File: config.mk
export PLATFORM = sky130hd
export DESIGN_NAME = ccr_unit_flat
export DESIGN_NICKNAME = d
export VERILOG_FILES = /design/src/rtl/ccr_if.sv /design/src/rtl/ccr_unit.sv /design/src/flat_wrapper.sv
export SDC_FILE = /design/constraint.sdc
export NUM_CORES = 1
export LEC_CHECK = 0
export CAP_MARGIN = 20
export CORE_UTILIZATION = 30
export CTS_BUF_LIST = sky130_fd_sc_hd__clkbuf_2
export DETAILED_ROUTE_END_ITERATION = 8
export PLACE_DENSITY = 0.78
export SLEW_MARGIN = 20
export SYNTH_ARGS = -nofsm -noshare
export SYNTH_HDL_FRONTEND = slang
export SYNTH_SLANG_ARGS = --single-unit
File: constraint.sdc
create_clock -name clk -period 1.4 [get_ports clk]
set_input_delay 0.21 -clock clk [delete_from_list [all_inputs] [get_ports clk]]
set_output_delay 0.21 -clock clk [all_outputs]
set_load 0.03 [all_outputs]
File: src/rtl/ccr_if.sv
// Bus bundle between the 68k-style condition-code unit and its surroundings:
// ALU flag updates, direct CCR writes, condition evaluation and DBcc handshake.
interface ccr_if #(parameter int bits = 16);
    logic            c, z, v, n;
    logic [4:0]      upd;
    logic            wr_en;
    logic [1:0]      wr_op;
    logic [4:0]      wr_data;
    logic [3:0]      cond;
    logic            cond_valid;
    logic            cond_true;
    logic            cond_done;
    logic [4:0]      ccr;
    logic            x;
    logic            db_start;
    logic [3:0]      db_cond;
    logic [bits-1:0] db_cnt_in;
    logic            db_busy;
    logic            db_done;
    logic            db_branch;
    logic [bits-1:0] db_cnt_out;

    modport master (
        output c, z, v, n, upd, wr_en, wr_op, wr_data, cond, cond_valid,
               db_start, db_cond, db_cnt_in,
        input  cond_true, cond_done, ccr, x, db_busy, db_done, db_branch, db_cnt_out
    );

    modport slave (
        input  c, z, v, n, upd, wr_en, wr_op, wr_data, cond, cond_valid,
               db_start, db_cond, db_cnt_in,
        output cond_true, cond_done, ccr, x, db_busy, db_done, db_branch, db_cnt_out
    );
endinterface

File: src/rtl/ccr_unit.sv
// Condition code register {X,N,Z,V,C} with ALU/direct-write update, condition
// evaluation, and an optional DBcc sequencer compiled in with CCR_DBCC_EN.
module ccr_unit #(
    parameter int bits = 16
) (
    input  logic   clk,
    input  logic   rst_n,
    ccr_if.slave   bus
);

    function automatic logic cc_eval(input logic [3:0] cc, input logic [4:0] f);
        logic fn, fz, fv, fc;
        fn = f[3]; fz = f[2]; fv = f[1]; fc = f[0];
        case (cc)
            4'h0: cc_eval = 1'b1;
            4'h1: cc_eval = 1'b0;
            4'h2: cc_eval = !fc && !fz;
            4'h3: cc_eval = fc || fz;
            4'h4: cc_eval = !fc;
            4'h5: cc_eval = fc;
            4'h6: cc_eval = !fz;
            4'h7: cc_eval = fz;
            4'h8: cc_eval = !fv;
            4'h9: cc_eval = fv;
            4'hA: cc_eval = !fn;
            4'hB: cc_eval = fn;
            4'hC: cc_eval = (fn == fv);
            4'hD: cc_eval = (fn != fv);
            4'hE: cc_eval = !fz && (fn == fv);
            default: cc_eval = fz || (fn != fv);
        endcase
    endfunction

    logic [4:0] ccr_q, ccr_d;
    logic       cond_true_q, cond_true_d;
    logic       cond_done_q, cond_done_d;
    logic [4:0] alu_flags;

    // X takes the carry, so the ALU word repeats c in the top position.
    assign alu_flags = {bus.c, bus.n, bus.z, bus.v, bus.c};

    always_comb begin
        ccr_d = ccr_q;
        if (bus.wr_en) begin
            case (bus.wr_op)
                2'b00:   ccr_d = bus.wr_data;
                2'b01:   ccr_d = ccr_q & bus.wr_data;
                2'b10:   ccr_d = ccr_q | bus.wr_data;
                default: ccr_d = ccr_q ^ bus.wr_data;
            endcase
        end else begin
            for (int i = 0; i < 5; i++)
                if (bus.upd[i]) ccr_d[i] = alu_flags[i];
        end
    end

    always_comb begin
        cond_done_d = bus.cond_valid;
        cond_true_d = cond_true_q;
        if (bus.cond_valid) cond_true_d = cc_eval(bus.cond, ccr_q);
    end

    always_ff @(posedge clk or negedge rst_n) begin
        if (!rst_n) begin
            ccr_q       <= '0;
            cond_true_q <= 1'b0;
            cond_done_q <= 1'b0;
        end else begin
            ccr_q       <= ccr_d;
            cond_true_q <= cond_true_d;
            cond_done_q <= cond_done_d;
        end
    end

    assign bus.ccr       = ccr_q;
    assign bus.x         = ccr_q[4];
    assign bus.cond_true = cond_true_q;
    assign bus.cond_done = cond_done_q;

`ifdef CCR_DBCC_EN
    typedef enum logic [1:0] {S_IDLE, S_EVAL, S_DONE} db_state_e;

    db_state_e       state_q, state_d;
    logic [3:0]      db_cond_q, db_cond_d;
    logic [bits-1:0] db_cnt_q, db_cnt_d;
    logic            db_branch_q, db_branch_d;
    logic [bits-1:0] db_dec;

    assign db_dec = db_cnt_q - bits'(1);

    always_comb begin
        state_d     = state_q;
        db_cond_d   = db_cond_q;
        db_cnt_d    = db_cnt_q;
        db_branch_d = db_branch_q;
        case (state_q)
            S_IDLE: begin
                if (bus.db_start) begin
                    db_cond_d = bus.db_cond;
                    db_cnt_d  = bus.db_cnt_in;
                    state_d   = S_EVAL;
                end
            end
            S_EVAL: begin
                if (cc_eval(db_cond_q, ccr_q)) begin
                    db_branch_d = 1'b0;
                end else begin
                    db_cnt_d    = db_dec;
                    // Counter expiring to -1 terminates the loop: fall through.
                    db_branch_d = ~&db_dec;
                end
                state_d = S_DONE;
            end
            S_DONE:  state_d = S_IDLE;
            default: state_d = S_IDLE;
        endcase
    end

    always_ff @(posedge clk or negedge rst_n) begin
        if (!rst_n) begin
            state_q     <= S_IDLE;
            db_cond_q   <= '0;
            db_cnt_q    <= '0;
            db_branch_q <= 1'b0;
        end else begin
            state_q     <= state_d;
            db_cond_q   <= db_cond_d;
            db_cnt_q    <= db_cnt_d;
            db_branch_q <= db_branch_d;
        end
    end

    assign bus.db_busy    = (state_q != S_IDLE);
    assign bus.db_done    = (state_q == S_DONE);
    assign bus.db_branch  = db_branch_q;
    assign bus.db_cnt_out = db_cnt_q;
`else
    logic db_unused;
    assign db_unused      = ^{bus.db_start, bus.db_cond, bus.db_cnt_in};
    assign bus.db_busy    = 1'b0;
    assign bus.db_done    = 1'b0;
    assign bus.db_branch  = 1'b0;
    assign bus.db_cnt_out = '0;
`endif

endmodule

File: src/flat_wrapper.sv
// flat-port wrapper written by rule: the top's interface ports become plain ports
module ccr_unit_flat 
#(
    parameter int bits = 16
)
  (clk, rst_n, bus_c, bus_z, bus_v, bus_n, bus_upd, bus_wr_en, bus_wr_op, bus_wr_data, bus_cond, bus_cond_valid, bus_db_start, bus_db_cond, bus_db_cnt_in, bus_cond_true, bus_cond_done, bus_ccr, bus_x, bus_db_busy, bus_db_done, bus_db_branch, bus_db_cnt_out);
  ccr_if #(.bits(bits)) bus_i ();
  input  logic clk;
  input  logic rst_n;
  input wire logic [$bits(bus_i.c)-1:0] bus_c;
  input wire logic [$bits(bus_i.z)-1:0] bus_z;
  input wire logic [$bits(bus_i.v)-1:0] bus_v;
  input wire logic [$bits(bus_i.n)-1:0] bus_n;
  input wire logic [$bits(bus_i.upd)-1:0] bus_upd;
  input wire logic [$bits(bus_i.wr_en)-1:0] bus_wr_en;
  input wire logic [$bits(bus_i.wr_op)-1:0] bus_wr_op;
  input wire logic [$bits(bus_i.wr_data)-1:0] bus_wr_data;
  input wire logic [$bits(bus_i.cond)-1:0] bus_cond;
  input wire logic [$bits(bus_i.cond_valid)-1:0] bus_cond_valid;
  input wire logic [$bits(bus_i.db_start)-1:0] bus_db_start;
  input wire logic [$bits(bus_i.db_cond)-1:0] bus_db_cond;
  input wire logic [$bits(bus_i.db_cnt_in)-1:0] bus_db_cnt_in;
  output wire logic [$bits(bus_i.cond_true)-1:0] bus_cond_true;
  output wire logic [$bits(bus_i.cond_done)-1:0] bus_cond_done;
  output wire logic [$bits(bus_i.ccr)-1:0] bus_ccr;
  output wire logic [$bits(bus_i.x)-1:0] bus_x;
  output wire logic [$bits(bus_i.db_busy)-1:0] bus_db_busy;
  output wire logic [$bits(bus_i.db_done)-1:0] bus_db_done;
  output wire logic [$bits(bus_i.db_branch)-1:0] bus_db_branch;
  output wire logic [$bits(bus_i.db_cnt_out)-1:0] bus_db_cnt_out;
  assign bus_i.c = bus_c;
  assign bus_i.z = bus_z;
  assign bus_i.v = bus_v;
  assign bus_i.n = bus_n;
  assign bus_i.upd = bus_upd;
  assign bus_i.wr_en = bus_wr_en;
  assign bus_i.wr_op = bus_wr_op;
  assign bus_i.wr_data = bus_wr_data;
  assign bus_i.cond = bus_cond;
  assign bus_i.cond_valid = bus_cond_valid;
  assign bus_i.db_start = bus_db_start;
  assign bus_i.db_cond = bus_db_cond;
  assign bus_i.db_cnt_in = bus_db_cnt_in;
  assign bus_cond_true = bus_i.cond_true;
  assign bus_cond_done = bus_i.cond_done;
  assign bus_ccr = bus_i.ccr;
  assign bus_x = bus_i.x;
  assign bus_db_busy = bus_i.db_busy;
  assign bus_db_done = bus_i.db_done;
  assign bus_db_branch = bus_i.db_branch;
  assign bus_db_cnt_out = bus_i.db_cnt_out;
  ccr_unit #(.bits(bits)) u_core (.clk(clk), .rst_n(rst_n), .bus(bus_i));
endmodule
==> metrics.txt, run 1 <==
Layout area overhead=52.69%; M1 WL=778 microns; Wirelength per Cell=11.87 microns; Row Count=19; post-synthesis sequential area ratio=19.83%; failing checks=negative setup slack; CP max stage cell=mux4_2; required time worst endpoint=1.51 ns; die area=3166 sq um; Mapped Avg Cell Area=9.202 sq um; Placeable Area=2781 sq um; Distinct cells, synth=27; CTS sink cnt=7; max incr delay on CP=0.46 ns; FF-to-FF setup slack=-0.03 ns; RSZ-0062 raised after global routing=true; Setup crit start kind=register; flops & latches, synth=7; vias=776; final period utilization=102.2%; # setup viols final=3; Final HPWL DP=1764 microns; maximum VDD drop=0.4310 mV; global placement routability congestion=0.8306; reg2reg path depth=5; layout cells sized above 1=32.87%; Synth Cell Area=883.3 sq um; CP endpoint=u_core.bus.ccr[3]; worst skew pair latency=0.23 ns; placed insts=164; maximum root-to-sink buffer count=2; first-pass GRT wire length=3408 microns; fmax=698.7 MHz; clk_skew=0.0005519 ns; Starting DRT DRC Count=4; Hold WC Path Type=primary input to async pin; CTS hold repair buffers=0; status=finished with violations; CP Data Arrival Time=1.54 ns; post-route setup TNS=-0.05452 ns; gr ovfl total=0; PwrDens=714.6 nW/um^2; crit path cell chain=inv_2 > ha_4 > mux4_2 > nand2_1 > o21ai_1; clock root buffer=clkbuf_2; synthesized instance count=96; final hold vios=0; DRT Pass-1 Iters=3; ANT nets after route=0; pre-CTS setup slack=-0.3670 ns; crit-path max FO=5; DRC Markers=0; critical path class=register to register; CTS tree=done; vias in the first global route=777; Leak Pwr=0.6406 nW; Tot Pwr=0.9638 mW; H-tree depth=1; total track usage=14.20%; Nets=199; Setup crit start=u_core.bus.ccr[3]; met2 wire len=1114 microns; Detailed Route WL=2065 microns; initial core utilization=31.76%; die height=56.27 microns; Non-Filler Instances=174; minimum clock period=1.431 ns; Slew Limit Fails=0; Ant. Diodes=0; Max-cap violations=0; CP endpoint kind=register; antenna violations before repair=0; setup ws final=-0.03119 ns; Worst-path clk slew=0.07 ns; largest net degree at the start of global routing=11; I/O Buffers=31; die width=56.27 microns; r2r startpoint=u_core.bus.ccr[3]; Fillers=283; I/O pin count=72; WL met3=135 microns; reg-to-reg critical path endpoint=u_core.bus.ccr[3]; DR vias/cell=4.460; yosys warns=0; number of buffers created by CTS=3; top routing layer in use=met4
routing by layer:
layer / vias to the layer above / GRT usage (%)
li1: 376 / -
met4: 0 / 7.666
met5: - / 0
met1: 358 / 14.47
met2: 36 / 26.87
met3: 6 / 2.765
critical path: cells and delay by family (launching register included):
| kind | cells | cell delay, ns |
|---|---|---|
| AOI/OAI and AO/OA | 1 | 0.07 |
| adders and majority gates | 1 | 0.19 |
| buffers and inverters | 1 | 0.08 |
| DFF | 1 | 0.44 |
| muxes | 1 | 0.46 |
| and+or+nand+nor | 1 | 0.07 |
where the power goes:
part | internal [mW] | switching, mW | leakage [nW]
clock | 0.0759 | 0.0758 | 0.0166
combinational | 0.253 | 0.292 | 0.545
sequential | 0.234 | 0.0336 | 0.0785
total | 0.563 | 0.401 | 0.641
cell families (layout without fill, tap and decap cells):
logic type / count (synthesis) / after routing / share of synthesized area [%]
adders and majority gates: 10 / 10 / 14.16
DFF: 7 / 7 / 19.83
other: 1 / 19 / 0.4245
and+or+nand+nor: 18 / 18 / 12.32
buffers and inverters: 38 / 67 / 24.79
AOI/OAI and AO/OA: 12 / 12 / 10.06
muxes: 10 / 10 / 18.41
synth_stat cells:
| library cell | n | area share (%) |
|---|---|---|
| a21oi_1 | 2 | 1.1 |
| a311oi_2 | 1 | 1.7 |
| buf_4 | 20 | 17 |
| clkbuf_1 | 1 | 0.42 |
| clkbuf_2 | 1 | 0.57 |
| conb_1 | 1 | 0.42 |
| dfrtp_1 | 7 | 20 |
| ha_1 | 10 | 14 |
| inv_1 | 16 | 6.8 |
| mux2i_1 | 5 | 5.7 |
| mux4_2 | 5 | 13 |
| nand2_1 | 7 | 3.0 |
| nand2b_1 | 1 | 0.71 |
| nand3_1 | 1 | 0.57 |
| nand3b_1 | 1 | 0.85 |
| nand4bb_1 | 2 | 2.5 |
| nor2b_1 | 1 | 0.71 |
| nor3_1 | 1 | 0.57 |
| nor4bb_1 | 1 | 1.1 |
| o2111a_1 | 1 | 1.3 |
| o211ai_1 | 1 | 0.85 |
| o21a_1 | 1 | 0.85 |
| o21ai_0 | 5 | 2.8 |
| o31ai_2 | 1 | 1.4 |
| or2_2 | 1 | 0.71 |
| or2b_1 | 1 | 0.85 |
| or3_1 | 1 | 0.71 |
placed cells by master, fill, tap and decap left out:
cell type	synthesis	layout
o21ai_1	0	5
nand2_1	7	7
or2_2	1	1
clkdlybuf4s50_1	0	17
inv_1	16	8
clkdlybuf4s15_1	0	4
nor3_1	1	1
nand4bb_1	2	2
o211ai_1	1	1
ha_1	10	5
mux2i_1	5	5
a21oi_1	2	2
dlygate4sd2_1	0	9
or2b_1	1	1
buf_12	0	1
nand2b_1	1	1
ha_4	0	5
dfrtp_2	0	5
nor2b_1	1	1
inv_2	0	8
mux4_2	5	5
nand3b_1	1	1
conb_1	1	19
nand3_1	1	1
or3_1	1	1
o2111a_1	1	1
o31ai_2	1	1
dfrtp_1	7	2
buf_4	20	16
a311oi_2	1	1
o21a_1	1	1
clkbuf_2	1	4
nor4bb_1	1	1
state kept, by name, summed over array words and instances, names as in the netlist:
| signal | count |
|---|---|
| u_core.bus.cond_true | 1 |
| u_core.bus.cond_done | 1 |
| u_core.bus.ccr | 5 |
final cells by class:
class | instances | area [sq um] | share of cell area [%]
timing repair buffer | 47 | 429.2 | 31.82
multi-input combinational | 69 | 619.3 | 45.92
sequential | 7 | 181.4 | 13.45
tap | 31 | 38.79 | 2.876
inverter | 16 | 60.06 | 4.453
clock buffer | 4 | 20.02 | 1.484
metrics by stage:
step                hold WS, ns  util, %  instance area [sq um]
global route             0.2519    48.49                   1349
detailed placement       0.4941    46.65                   1297
global placement         0.4687    46.65                   1297
floorplan              -0.08559        -                   1020
finish                   0.2301    48.49                   1349
CTS                      0.2336    47.55                   1323
worst min-delay path by stage:
stage	from	end	slack (ns)
final	rst_n	u_core.bus.cond_done	0.23
after global routing	rst_n	u_core.bus.cond_true	0.25
after CTS	rst_n	u_core.bus.ccr[1]	0.23
after detailed placement	rst_n	u_core.bus.cond_done	0.49
after global placement	u_core.bus.cond_true	u_core.bus.cond_true	0.47
after floorplan	rst_n	u_core.bus.ccr[0]	-0.09
timing repair:
item / in CTS / in global routing
cloned: 0 / 0
endpoints found under the setup margin: 14 / 7
gates resized for setup: 17 / 5
buffers inserted: 3 / 3
(Power assumes the default switching activity.)
==> run 2, diff against run 1 <==
--- a/config.mk
+++ b/config.mk
@@ -6,10 +6,10 @@
 export NUM_CORES = 1
 export LEC_CHECK = 0
 export CAP_MARGIN = 20
-export CORE_UTILIZATION = 30
-export CTS_BUF_LIST = sky130_fd_sc_hd__clkbuf_2
+export CORE_UTILIZATION = 29
 export DETAILED_ROUTE_END_ITERATION = 8
-export PLACE_DENSITY = 0.78
+export GPL_ROUTABILITY_DRIVEN = 0
+export PLACE_DENSITY = 0.76
 export SLEW_MARGIN = 20
 export SYNTH_ARGS = -nofsm -noshare
 export SYNTH_HDL_FRONTEND = slang
==> metrics.txt, run 2 (synthesis results as in run 1) <==
clk_skew=0.002144 ns (was 0.0005519 ns); Ant. Diodes=0 (unchanged); vias=769 (was 776); critical path class=register to register (unchanged); final period utilization=102.2% (about the same); Wirelength per Cell=10.52 microns (was 11.87 microns); Worst-path clk slew=0.05 ns (was 0.07 ns); # setup viols final=4 (was 3); most frequent cells in the layout=conb_1 (19), clkdlybuf4s50_1 (17), buf_4 (15), dlygate4sd2_1 (12), inv_2 (9) (was conb_1 (19), clkdlybuf4s50_1 (17), buf_4 (16), dlygate4sd2_1 (9)); P_int=0.5847 mW (was 0.5626 mW); antenna violations before repair=0 (unchanged); Net Sw Frac=39.81% (was 41.63%); Layout area overhead=51.84% (was 52.69%); CTS sink cnt=7 (unchanged); final hold vios=0 (unchanged); die area=3271 sq um (was 3166 sq um); NetSw=0.3868 mW (was 0.4013 mW); CP Data Arrival Time=1.54 ns (about the same); H-tree depth=1 (unchanged); Row Count=19 (unchanged); Non-Filler Instances=174 (unchanged); DR vias/cell=4.420 (was 4.460); vias in the first global route=753 (was 777); placed insts=165 (was 164); post-layout util=47.41% (was 48.49%); clock root buffer=clkbuf_4 (was clkbuf_2); CP endpoint kind=register (unchanged); total track usage=12.14% (was 14.20%); Final HPWL DP=1556 microns (was 1764 microns); largest net degree at the start of global routing=11 (unchanged); die height=57.19 microns (was 56.27 microns); Largest register FFs=5 (unchanged); number of buffers created by CTS=3 (unchanged); Starting DRT DRC Count=15 (was 4); DRC Markers=5 (was 0); failing checks=design-rule violations, negative setup slack (was negative setup slack); Detailed Route WL=1830 microns (was 2065 microns); Max-cap violations=0 (unchanged); PwrDens=724.3 nW/um^2 (was 714.6 nW/um^2); maximum VDD drop=0.2483 mV (was 0.4310 mV); CTS hold repair buffers=0 (unchanged); status=finished with violations (unchanged); worst skew pair latency=0.24 ns (was 0.23 ns); minimum clock period=1.431 ns (about the same); Clk network pwr share=18.0% (was 15.7%); layout cells sized above 1=34.97% (was 32.87%); power share of the combinational group=54.2% (was 56.5%); commonest non-fill, non-tap cell in the layout=conb_1 (unchanged); first-pass GRT wire length=3070 microns (was 3408 microns); DRT Pass-1 Iters=8 (was 3); initial core utilization=31.23% (was 31.76%); Flop pwr share=27.7% (about the same); I/O Buffers=31 (unchanged); setup ws final=-0.03121 ns (was -0.03119 ns); Slew Limit Fails=0 (unchanged); fmax=698.7 MHz (about the same); Setup crit start kind=register (unchanged); Leak Pwr=0.6387 nW (was 0.6406 nW); post-route setup TNS=-0.08473 ns (was -0.05452 ns); I/O pin count=72 (unchanged); Nets=199 (unchanged); die width=57.19 microns (was 56.27 microns); gr ovfl total=0 (unchanged); crit-path max FO=4 (was 5); RSZ-0062 raised after global routing=true (unchanged); FF-to-FF setup slack=-0.03 ns (about the same); ANT nets after route=0 (unchanged); CTS tree=done (unchanged); Placeable Area=2829 sq um (was 2781 sq um); Hold WC Path Type=primary input to async pin (unchanged); maximum root-to-sink buffer count=2 (unchanged); required time worst endpoint=1.51 ns (about the same)
[run 2: cell types whose count changed in the layout (fill, tap and decap cells not counted), moves of 2 or more]
| cell | previous run | this run |
|---|---|---|
| clkdlybuf4s15_1 | 4 | 0 |
| dlygate4sd2_1 | 9 | 12 |
| clkbuf_2 | 4 | 2 |
| clkbuf_4 | 0 | 3 |
[run 2: power by group through the flow]
| stage | combinational [mW] | sequential [mW] | clock [mW] |
|---|---|---|---|
| final | 0.527 | 0.269 | 0.175 |
| after global routing | 0.573 | 0.277 | 0.203 |
| after CTS | 0.526 | 0.270 | 0.184 |
| after detailed placement | 0.511 | 0.284 | 0 |
| after global placement | 0.493 | 0.281 | 0 |
| after floorplan | 0.293 | 0.329 | 0 |
[run 2: what timing repair did]
action,CTS,global route
setup endpoints to repair,14,8
endpoints found under the hold margin,0,0
setup buffers,5,0
resized for setup,18,7
[run 2: final timing paths]
path	start	end	depth (start not counted)
min reg2reg	u_core.bus.cond_true	u_core.bus.cond_true	2
min in group clk	bus_cond_valid	u_core.bus.cond_done	1
min	rst_n	u_core.bus.cond_done	1
max in group asynchronous	rst_n	u_core.bus.ccr[4]	1
max	u_core.bus.ccr[2]	u_core.bus.ccr[2]	5
max reg2reg	u_core.bus.ccr[2]	u_core.bus.ccr[2]	5
[run 2: final cells by class]
| cell class | instances | area [sq um] |
|---|---|---|
| tap | 31 | 38.79 |
| multi-input combinational | 69 | 625.6 |
| inverter | 16 | 60.06 |
| timing repair buffer | 47 | 409.1 |
| sequential | 7 | 181.4 |
| fill | 265 | 1488 |
| clock buffer | 4 | 26.28 |
[run 2: stage by stage]
step                setup slack [ns]  power [mW]  hold WS, ns  area, sq um
finish                      -0.03121      0.9715       0.2344         1341
global route                -0.08757       1.052       0.2586         1341
detailed placement           -0.3598      0.7950       0.4901         1292
global placement             -0.3212      0.7744       0.4704         1292
floorplan                   -0.05256      0.6224     -0.08559         1020
CTS                         -0.03826      0.9807       0.2364         1339
[run 2: per-layer routing]
metal,vias to the layer above,share of wire [%],GRT usage [%]
li1,378,-,-
met1,351,39,12.45
met2,38,53,22.69
met3,2,6.6,2.268
met4,0,1.5,7.317
met5,-,0,0
[run 2: worst max-delay path, stage by stage, from the launching register on]
cell	delay, ns
dfrtp_2	0.43
inv_2	0.07
ha_4	0.18
mux4_2	0.46
nand2_1	0.08
o21ai_1	0.07
==> edit 1 (config.mk and constraints of run 1) <==
`bits` is set to 16 in 3 places; all go to 24.
--- a/src/rtl/ccr_if.sv
+++ b/src/rtl/ccr_if.sv
@@ -1,6 +1,6 @@
 // Bus bundle between the 68k-style condition-code unit and its surroundings:
 // ALU flag updates, direct CCR writes, condition evaluation and DBcc handshake.
-interface ccr_if #(parameter int bits = 16);
+interface ccr_if #(parameter int bits = 24);
     logic            c, z, v, n;
     logic [4:0]      upd;
     logic            wr_en;
--- a/src/rtl/ccr_unit.sv
+++ b/src/rtl/ccr_unit.sv
@@ -1,7 +1,7 @@
 // Condition code register {X,N,Z,V,C} with ALU/direct-write update, condition
 // evaluation, and an optional DBcc sequencer compiled in with CCR_DBCC_EN.
 module ccr_unit #(
-    parameter int bits = 16
+    parameter int bits = 24
 ) (
     input  logic   clk,
     input  logic   rst_n,
--- a/src/flat_wrapper.sv
+++ b/src/flat_wrapper.sv
@@ -1,7 +1,7 @@
 // flat-port wrapper written by rule: the top's interface ports become plain ports
 module ccr_unit_flat 
 #(
-    parameter int bits = 16
+    parameter int bits = 24
 )
   (clk, rst_n, bus_c, bus_z, bus_v, bus_n, bus_upd, bus_wr_en, bus_wr_op, bus_wr_data, bus_cond, bus_cond_valid, bus_db_start, bus_db_cond, bus_db_cnt_in, bus_cond_true, bus_cond_done, bus_ccr, bus_x, bus_db_busy, bus_db_done, bus_db_branch, bus_db_cnt_out);
   ccr_if #(.bits(bits)) bus_i ();
Interface: changed (resized bus_db_cnt_in and bus_db_cnt_out); port bits go from 72 to 88. No check against the original RTL was run, so the function may have changed too.
==> edit 1 against run 1 <==
  * The run still ends with negative setup slack left
  * Power up 4.7%
  * Area after synthesis up 6.8%
  * Sequential cell count unchanged
  * Design area up 4.1%
  * Setup slack worse by 28 ps
  * Global-route usage about the same
  * Hold slack worse by 6.3 ps
  * Final cell count up 13%
  * Via count up 5.8%
  * Sequential power up 2%
  * Routed wire length up 8.1%
  * Highest routed layer unchanged
==> edit 1: results (changes against run 1) <==
outcome finished with violations; failing checks negative setup slack; HPWL after DPL 1840 um (+4.1%); Placed Area 1370 um^2 (+5.9%); wire per inst 11.3 um (-4.5%); Die Wd 58.1 um (+3.2%); Post-Route Skew 6.25 ps (+5.70 ps); GRT Total Usage 0.142 (-0.000166); compound-gate portion of the synthesized area 0.0942 (-0.00640); Clk pin slew, worst setup/hold paths 90 ps (+20 ps); Post CTS Setup Buffer Count 4 (+1); Lkg Pwr 0.000681 uW (+6.3%); crit path DAT 1570 ps (+30 ps); sequential area share after synthesis 0.186 (-0.0126); Resize count post-CTS 19 (+2); routed vias 821 (+5.8%); final setup margin -59.7 ps (-28.5 ps); synth top area cells buf_4, dfrtp_1, ha_1; global placer's final weighted congestion 0.692 (-17%); first-pass GRT wire length 3560 um (+4.5%); Final #Nets 219 (+10%); Post-Synth Adder-Cell Area 0.133 (-0.00902); Sw Share 0.443 (+0.0271); number of setup violations in the final report 5 (+2); 1st-iter DRT viols 15 (+11); synth cell count leaders buf_4, inv_1, ha_1, dfrtp_1, nand2_1
edit 1: changes by cell type in the layout (fill, tap and decap cells not counted), sizes merged:
cell | before | now
clkdlybuf4s15 | 4 | 0
conb | 19 | 27
clkbuf | 4 | 6
buf | 17 | 20
dlygate4sd2 | 9 | 11
clkdlybuf4s50 | 17 | 18
edit 1: per-stage QoR:
| stage | std cells | hold WS, ps | setup TNS, ps | power, uW |
|---|---|---|---|---|
| 2_1_floorplan | 130 | -85.6 | -241 | 667 |
| 3_3_place_gp | 189 | 471 | -1640 | 819 |
| 3_5_place_dp | 189 | 482 | -1910 | 849 |
| 4_1_cts | 197 | 230 | -209 | 1020 |
| 5_1_grt | 197 | 230 | -417 | 1080 |
| 6_report | 197 | 224 | -169 | 1010 |
edit 1: area by class of cell:
| class | count | area, um^2 |
|---|---|---|
| Tap cell | 42 | 52.6 |
| Clock buffer | 4 | 20.0 |
| Inverter | 16 | 60.1 |
| Sequential cell | 7 | 181 |
| Fill cell | 292 | 1470 |
| Multi-Input combinational cell | 77 | 649 |
| Timing Repair Buffer | 51 | 440 |
edit 1: critical path: stages (launching register included):
cell and delay (ps):
dfrtp_2 460, inv_2 80, ha_4 190, mux4_2 470
nand2_1 70, o21ai_1 70
edit 1: power by group through the flow:
stage	combinational, uW	sequential, uW	clock (uW)
after CTS	574	272	171
after global placement	541	277	0
after detailed placement	566	282	0
after floorplan	338	329	0
after global routing	617	277	183
final	571	273	165
edit 1: routing by layer:
layer  vias up  wire length [um]  track usage
met5         -                 0            0
met4         0                23       0.0646
met3         2               145       0.0290
met2        48              1220        0.274
met1       377               847        0.144
li1        394                 -            -
==> edit 2 (flow settings as in run 1) <==
Without the edit above. Add a define of `CCR_DBCC_EN`.
--- a/src/rtl/ccr_unit.sv
+++ b/src/rtl/ccr_unit.sv
@@ -1,5 +1,7 @@
 // Condition code register {X,N,Z,V,C} with ALU/direct-write update, condition
 // evaluation, and an optional DBcc sequencer compiled in with CCR_DBCC_EN.
+`define CCR_DBCC_EN
+
 module ccr_unit #(
     parameter int bits = 16
 ) (
Behaviour: not the same (a bounded check fails within 4 cycles, from zero or initial values and one cycle with rst_n low).
==> edit 2 against run 1 <==
  * The flow still finishes with violations (negative setup slack)
  * Area after synthesis increased to 2.6 times the old value
  * Routed wire length increased to 3.6 times the old value
  * Fmax decreased by 30%
  * Sequential cell count increased by 23
  * Design area increased to 3.1 times the old value
  * Highest routed layer unchanged
  * Critical endpoint is now u_core.bus.db_cnt_out[14]$_DFFE_PN0P_
  * Power increased to 6.0 times the old value
  * Sequential power increased to 5.2 times the old value
  * First-iteration DRC count increased to 22 times the old value
  * Largest power group unchanged
  * Via count increased to 3.5 times the old value
  * Setup slack got worse by 620 ps
  * Hold slack got worse by 59 ps
==> edit 2: results (changes against run 1) <==
CTS Root Cell clkbuf_2; Num CTS Buffers 5 (+2); Worst path max stage delay 500 ps (+40 ps); antenna violations before repair 0 (unchanged); Placed Area 3850 um^2 (+200%); Longest Clk Path Bufs 2 (unchanged); PortBufs 71 (+130%); Crit path max-delay family simple AND/OR/NAND/NOR gates; worst vdd ir 0.000509 V (+18%); Final #Nets 485 (+140%); global placer's final weighted congestion 0.929 (+12%); Setup WS pre-CTS -745 ps (-378 ps); slowest cell on the critical path dfrtp_2; Layout fillers 641 (+130%); crit path DAT 2340 ps (+800 ps); Via density 5.08 (+14%); Clk Latency, worst-skew pair 380 ps (+150 ps); synth cell count leaders nand2_1, dfrtp_1, inv_1, nor2_1, nor3_1; GRT Total Usage 0.186 (+0.0441); Routed WL 7520 um (+260%); FFs w/ async S/R, synth 1.00 (unchanged); sequential area share after synthesis 0.322 (+0.124); final setup margin -649 ps (-618 ps); Yosys cell types 57 (+110%); first-pass GRT wire length 12400 um (+260%); layout cells sized above 1 0.462 (+0.133); R2R cell count 7 (+2); number of setup violations in the final report 28 (+25); Lkg Pwr 0.00182 uW (+180%); Clk pin slew, worst setup/hold paths 180 ps (+110 ps); failing checks negative setup slack; HPWL after DPL 5680 um (+220%); largest net degree at the start of global routing 31 (+20); TritonRoute pass-1 iters 4 (+1); max reg flops 16 (+11); synth top area cells dfrtp_1, ha_1, nand2_1; vias in the first global route 2843 (+270%); outcome finished with violations; Rel. slew slack 0.754; 1st-iter DRT viols 86 (+82); Post-Route Skew 29.3 ps (+28.8 ps); CTS H-tree depth 2 (+1); worst setup path startpoint u_core.db_cond_q[1]$_DFFE_PN0P_; FF-to-FF End u_core.bus.db_cnt_out[14]$_DFFE_PN0P_; worst-path fanout max 13 (+8)
edit 2: cell count changes in the layout (fill, tap and decap cells not counted), moves of 18 or more:
cell             before  now
buf_4                16   78
buf_6                 0   29
nand2_1               7   36
clkdlybuf4s50_1      17   44
conb_1               19    0
dfrtp_1               2   20
edit 2: logic make-up after synthesis:
| logic type | Yosys count | synth area share |
|---|---|---|
| adders and majority gates | 12 | 0.0644 |
| DFF | 30 | 0.322 |
| and+or+nand+nor | 110 | 0.247 |
| muxes | 15 | 0.0934 |
| xor gates and xnor gates | 3 | 0.0145 |
| buffers and inverters | 39 | 0.0779 |
| AOI/OAI and AO/OA | 62 | 0.181 |
edit 2: metrics by stage:
stage	TNS [ps]	std cells	hold slack, ps
5_1_grt	-12670	528	165
4_1_cts	-10340	523	169
3_3_place_gp	-11160	510	504
6_report	-10590	528	171
3_5_place_dp	-12700	510	495
2_1_floorplan	-8520	271	-85.6
edit 2: report_power, final:
part,switching [uW],total [uW],internal (uW),leakage [uW]
logic,1820,3720,1910,0.00143
clock network,328,647,319,0.0000432
registers,269,1390,1120,0.000340
edit 2: worst max-delay path by stage:
stage	slack [ps]	to
after floorplan	-640	u_core.bus.db_branch$_DFFE_PN0P_
after global placement	-650	u_core.bus.db_cnt_out[14]$_DFFE_PN0P_
after detailed placement	-740	u_core.bus.db_cnt_out[14]$_DFFE_PN0P_
after CTS	-670	u_core.bus.db_cnt_out[14]$_DFFE_PN0P_
after global routing	-740	u_core.bus.db_cnt_out[14]$_DFFE_PN0P_
final	-650	u_core.bus.db_cnt_out[14]$_DFFE_PN0P_
edit 2: final cells by class:
cell class / instances / area (um^2) / share of cell area
Timing Repair Buffer: 164 / 1500 / 0.354
Clock inverter: 1 / 30.0 / 0.00710
Inverter: 25 / 104 / 0.0245
Tap cell: 99 / 124 / 0.0293
Multi-Input combinational cell: 202 / 1680 / 0.397
Sequential cell: 30 / 763 / 0.180
Clock buffer: 7 / 35.0 / 0.00828
edit 2: layer usage:
metal / track usage / part of all wire / up-vias
met5: 0 / 0 / -
met4: 0.0605 / 0.022 / 0
met3: 0.0321 / 0.042 / 17
met2: 0.355 / 0.54 / 76
met1: 0.207 / 0.39 / 1298
li1: - / - / 1293
edit 2: what timing repair did:
item | 4_1_cts | 5_1_grt
setup buffers | 6 | 7
pin swaps | 14 | 9
setup endpoints to repair | 39 | 42
resized for setup | 90 | 32
